File: config.mk
export PLATFORM = sky130hd
export DESIGN_NAME = jk_excitation_driver_flat
export DESIGN_NICKNAME = d
export VERILOG_FILES = /design/src/rtl/jk_excitation_driver_if.sv /design/src/rtl/jk_excitation_driver.sv /design/src/flat_wrapper.sv
export SDC_FILE = /design/constraint.sdc
export NUM_CORES = 1
export LEC_CHECK = 0
export ABC_AREA = 0
export CORE_AREA = 5 5 61 63
export CTS_CLUSTER_DIAMETER = 30
export CTS_CLUSTER_SIZE = 12
export DETAILED_ROUTE_END_ITERATION = 12
export DIE_AREA = 0 0 66 68
export GPL_TIMING_DRIVEN = 0
export PLACE_DENSITY = 0.58
export SYNTH_ARGS = -nofsm -noshare
export SYNTH_HDL_FRONTEND = slang
export SYNTH_SLANG_ARGS = --single-unit
File: constraint.sdc
create_clock -name clk -period 2.5 [get_ports clk]
set_input_delay 0.5 -clock clk [delete_from_list [all_inputs] [get_ports clk]]
set_output_delay 0.5 -clock clk [all_outputs]
set_load 0.01 [all_outputs]
File: src/rtl/jk_excitation_driver_if.sv
// Request and flop-bank signals of jk_excitation_driver.
// The master side is the sequencer together with the JK bank; the slave side is the driver.
interface jk_excitation_driver_if #(
    parameter int N = 4
);
    logic [N-1:0] target;
    logic         req_valid;
    logic         req_ready;
    logic [N-1:0] Q_fb;
    logic [N-1:0] J;
    logic [N-1:0] K;
    logic         en;
    logic         done;
    logic         err;

    modport master (
        output target,
        output req_valid,
        output Q_fb,
        input  req_ready,
        input  J,
        input  K,
        input  en,
        input  done,
        input  err
    );

    modport slave (
        input  target,
        input  req_valid,
        input  Q_fb,
        output req_ready,
        output J,
        output K,
        output en,
        output done,
        output err
    );
endinterface

File: src/rtl/jk_excitation_driver.sv
// Drives J/K/en of a JK flop bank toward an accepted target word and reports done or err.
// Define JK_TOGGLE_DRIVE_EN to drive differing bits with J=K=1 (toggle) instead of set/reset.
module jk_excitation_driver #(
    parameter int N       = 4,
    parameter int TIMEOUT = 3
) (
    input logic                  clk,
    input logic                  R,
    jk_excitation_driver_if.slave bus
);

    localparam logic [2:0] ST_IDLE  = 3'd0;
    localparam logic [2:0] ST_DRIVE = 3'd1;
    localparam logic [2:0] ST_CHECK = 3'd2;
    localparam logic [2:0] ST_DONE  = 3'd3;
    localparam logic [2:0] ST_ERR   = 3'd4;

    localparam logic [3:0] CNT_LAST = 4'(TIMEOUT - 1);

    logic [2:0]   state_q, state_d;
    logic [N-1:0] tgt_q, tgt_d;
    logic [3:0]   cnt_q, cnt_d;
    logic [N-1:0] j_q, j_d;
    logic [N-1:0] k_q, k_d;
    logic         req_ready_q, req_ready_d;
    logic         en_q, en_d;
    logic         done_q, done_d;
    logic         err_q, err_d;

    function automatic logic [N-1:0] excite_j(input logic [N-1:0] q, input logic [N-1:0] t);
`ifdef JK_TOGGLE_DRIVE_EN
        return q ^ t;
`else
        return t & ~q;
`endif
    endfunction

    function automatic logic [N-1:0] excite_k(input logic [N-1:0] q, input logic [N-1:0] t);
`ifdef JK_TOGGLE_DRIVE_EN
        return q ^ t;
`else
        return q & ~t;
`endif
    endfunction

    // Next-state and next-output logic; J/K for the DRIVE cycle are formed at the accept
    // edge because Q_fb cannot move before the bank sees en.
    always_comb begin
        state_d = state_q;
        tgt_d   = tgt_q;
        cnt_d   = cnt_q;
        j_d     = '0;
        k_d     = '0;
        case (state_q)
            ST_IDLE: begin
                if (bus.req_valid && req_ready_q) begin
                    tgt_d   = bus.target;
                    j_d     = excite_j(bus.Q_fb, bus.target);
                    k_d     = excite_k(bus.Q_fb, bus.target);
                    state_d = ST_DRIVE;
                end else begin
                    state_d = ST_IDLE;
                end
            end
            ST_DRIVE: begin
                cnt_d   = 4'd0;
                state_d = ST_CHECK;
            end
            ST_CHECK: begin
                if (bus.Q_fb == tgt_q) begin
                    state_d = ST_DONE;
                end else if (cnt_q == CNT_LAST) begin
                    state_d = ST_ERR;
                end else begin
                    cnt_d   = cnt_q + 4'd1;
                    state_d = ST_CHECK;
                end
            end
            ST_DONE: begin
                state_d = ST_IDLE;
            end
            ST_ERR: begin
                state_d = ST_IDLE;
            end
            default: begin
                state_d = ST_IDLE;
            end
        endcase

        req_ready_d = (state_d == ST_IDLE);
        en_d        = (state_d == ST_DRIVE);
        done_d      = (state_d == ST_DONE);
        err_d       = (state_d == ST_ERR);
    end

    // State and registered outputs with synchronous reset.
    always_ff @(posedge clk) begin
        if (R) begin
            state_q     <= ST_IDLE;
            tgt_q       <= '0;
            cnt_q       <= 4'd0;
            j_q         <= '0;
            k_q         <= '0;
            req_ready_q <= 1'b1;
            en_q        <= 1'b0;
            done_q      <= 1'b0;
            err_q       <= 1'b0;
        end else begin
            state_q     <= state_d;
            tgt_q       <= tgt_d;
            cnt_q       <= cnt_d;
            j_q         <= j_d;
            k_q         <= k_d;
            req_ready_q <= req_ready_d;
            en_q        <= en_d;
            done_q      <= done_d;
            err_q       <= err_d;
        end
    end

    assign bus.req_ready = req_ready_q;
    assign bus.J         = j_q;
    assign bus.K         = k_q;
    assign bus.en        = en_q;
    assign bus.done      = done_q;
    assign bus.err       = err_q;

endmodule

File: src/flat_wrapper.sv
// flat-port wrapper written by rule: the top's interface ports become plain ports
module jk_excitation_driver_flat 
#(
    parameter int N       = 4,
    parameter int TIMEOUT = 3
)
  (clk, R, bus_target, bus_req_valid, bus_Q_fb, bus_req_ready, bus_J, bus_K, bus_en, bus_done, bus_err);
  jk_excitation_driver_if #(.N(N)) bus_i ();
  input logic clk;
  input logic R;
  input wire logic [$bits(bus_i.target)-1:0] bus_target;
  input wire logic [$bits(bus_i.req_valid)-1:0] bus_req_valid;
  input wire logic [$bits(bus_i.Q_fb)-1:0] bus_Q_fb;
  output wire logic [$bits(bus_i.req_ready)-1:0] bus_req_ready;
  output wire logic [$bits(bus_i.J)-1:0] bus_J;
  output wire logic [$bits(bus_i.K)-1:0] bus_K;
  output wire logic [$bits(bus_i.en)-1:0] bus_en;
  output wire logic [$bits(bus_i.done)-1:0] bus_done;
  output wire logic [$bits(bus_i.err)-1:0] bus_err;
  assign bus_i.target = bus_target;
  assign bus_i.req_valid = bus_req_valid;
  assign bus_i.Q_fb = bus_Q_fb;
  assign bus_req_ready = bus_i.req_ready;
  assign bus_J = bus_i.J;
  assign bus_K = bus_i.K;
  assign bus_en = bus_i.en;
  assign bus_done = bus_i.done;
  assign bus_err = bus_i.err;
  jk_excitation_driver #(.N(N), .TIMEOUT(TIMEOUT)) u_core (.clk(clk), .R(R), .bus(bus_i));
endmodule
==> impl_metrics.toml <==
[clocking]
clk_latency_ns = 0.31
path_clk_slew_ns = 0.13
cts_tree = "done"
numCtsBuffers = 3
root_buffer = "clkbuf_4"
postCtsHoldBufs = 0
cts_setup_buffers = 0
cts.sinks = 23
htree_levels = 1
post_cts_resized = 0
cts.path.max_buffers = 2

[critical_path]
r2r_end = "u_core.cnt_q[2]"
critPathMaxFanout = 6
r2r_slack_ns = 0.80
cp_cell_sequence = "inv_1 -> ha_1 -> or3b_2 -> clkbuf_1 -> nand3_1 -> or3_1 -> a21boi_1"
timing.rr.start = "u_core.cnt_q[0]"
arrival_ns = 1.95
crit_path_end_kind = "flop"
required_ns = 2.75
critical_path.max_stage_delay_ns = 0.42
path_class = "reg2reg"
start_kind = "flop"
slowest_stage = "dfxtp_1"
r2r_cells = 7

[timing]
timing.final.crit_share_pct = 67.9
fin_setup_tns_ns = 0
rsz0062_at_grt = "no"
finalSetupViolations = 0
hold_viol_final = 0
drv_slew = 0
skew_ns = 0.00679
fmax_mhz = 589
layout_min_cycle_time_ns = 1.70
relSlewSlack_pct = 59.1
worstMarginPinSlew_ns = 0.609

[layout]
syn_to_final_growth_pct = 33.3
post-route-util_pct = 37.5
fin_nets = 123
drive_above_1_share_pct = 10.1
final_cell_mix = "23 x dfxtp_1, 21 x clkdlybuf4s50_1, 9 x nor3b_1"
n_fill_cell = 328
multi_input_area_um2 = 400
final_common_cell = "dfxtp_1"
diodes = 0
seqCellArea_um2 = 460

[pwr]
power_leakage_nw = 0.418
vdd_drop_max_mv = 0.212
power-per-cell-area_nw_per_um2 = 572

[place]
gp_congestion = 0.668
dpl.hpwl_um = 1300
portBuffers = 21

[synthesis]
yosys_register_bits = 23
synth_area_um2 = 895
synth-warning-count = 0
synthesis.nets = 97
syn_inst = 84
ys_types = 27
yosysSeqAreaShare_pct = 51.5
syn_area_per_cell_um2 = 10.7

[detailed_routing]
vias = 685
drt-initial-drc-count = 14
avgRoutedWirePerCell_um = 10.7
avgViaCountPerCell = 4.42
drt_pre_antenna_iters = 5
drc_errors = 0
routed_wl_um = 1670
detail-route-antenna-nets = 0

[die]
coreArea_um2 = 3180
initial_utilization_pct = 28.1
die_w_um = 66
die_y_um = 68
die-area_um2 = 4490
top_level_ports = 23
rows = 21

[worst_hold_path]
min-delay-start = "R"
hp-class = "in2reg"
min_delay_path_depth = 2
min_to = "u_core.tgt_q[1]"

[global_route]
gr-usage-met1_pct = 8.46
met2_usage_pct = 15.9
grt_max_degree = 15
grt_remaining_overflow = 0
use_met3_pct = 4.11
grt_use_total_pct = 8.69
grt_pass1_wl_um = 2950
top_usage_layer = "met2"
grt_pass1_vias = 738
antenna_found_initial = 0

[flow_run]
maxCapViolCount = 0

[run_status]
status = "completed"
## routing by layer
metal  wire length, um  share of wire, %
met5                 0                 0
met4                19               1.1
met3                92               5.5
met2               848                51
met1               705                42
## synthesized netlist by cell type
cell,n,area [um2]
inv_1,4,15.0
clkbuf_1,2,7.51
o21ai_0,2,10.0
o31ai_1,2,15.0
nor4_1,1,6.26
o22ai_1,1,6.26
nor4_4,1,21.3
nand2_1,3,11.3
mux2i_1,4,40.0
nor3b_1,9,67.6
a21oi_1,1,5.00
dfxtp_1,23,460
nand4_1,2,12.5
a31o_2,1,8.76
nor2_1,8,30.0
nand3_1,2,10.0
nor3_1,2,10.0
xnor2_1,4,35.0
or3_1,2,12.5
ha_1,2,25.0
buf_6,1,11.3
nand2_4,1,11.3
a21boi_1,2,15.0
or3b_2,1,8.76
nor3b_4,1,18.8
o2111ai_1,1,8.76
and4_4,1,11.3
## cell families after synthesis
kind of cell / Yosys count / synth area share [%]
compound gates: 10 / 7.69
xor+xnor: 4 / 3.92
fa+ha+maj: 2 / 2.80
buf+inv: 7 / 3.78
flops: 23 / 51.5
mux: 4 / 4.48
simple gates: 34 / 25.9
## per-stage QoR
stage	hold slack, ns	std cells	power [mW]	cell area (um2)	setup WS, ns
final	0.509	155	0.682	1190	0.802
after global routing	0.527	155	0.719	1190	0.689
after CTS	0.504	155	0.692	1190	0.788
after detailed placement	0.496	151	0.516	1160	0.487
after global placement	0.466	151	0.515	1160	0.473
after floorplan	0.452	84	0.471	895	0.976
## worst max-delay path: cells and delay by family, from the launching register on
family	cells	cell delay (ns)
flops	1	0.42
fa+ha+maj	1	0.19
buf+inv	2	0.28
compound gates	1	0.14
simple gates	3	0.62
## state kept, by name (all words and copies together) (netlist names)
| signal | count |
|---|---|
| u_core.bus.K | 4 |
| u_core.bus.J | 4 |
| u_core.cnt_q | 4 |
| u_core.bus.en | 1 |
| u_core.bus.err | 1 |
| u_core.bus.done | 1 |
| u_core.bus.req_ready | 1 |
| u_core.tgt_q | 4 |
| u_core.state_q | 3 |
## final cells by class
class	instances	area share, %
tap	46	4.83
timing repair buffer	21	17.6
buffer	3	1.57
sequential	23	38.6
inverter	4	1.26
multi-input combinational	54	33.6
clock inverter	1	0.630
clock buffer	3	1.89
## report_power, final
| group | internal (mW) | switching, mW |
|---|---|---|
| logic | 0.0599 | 0.0525 |
| registers | 0.384 | 0.0107 |
| clock network | 0.0611 | 0.114 |
| total | 0.505 | 0.177 |
## worst max-delay path by stage
stage	startpoint	end	depth (start not counted)
final	u_core.cnt_q[0]	u_core.cnt_q[2]	7
after global routing	u_core.cnt_q[0]	u_core.cnt_q[2]	7
after CTS	u_core.cnt_q[0]	u_core.cnt_q[2]	7
after detailed placement	bus_req_valid	u_core.bus.K[3]	5
after global placement	bus_req_valid	u_core.bus.K[0]	5
after floorplan	u_core.cnt_q[0]	u_core.cnt_q[2]	7
Power figures use the tool's default switching activity.
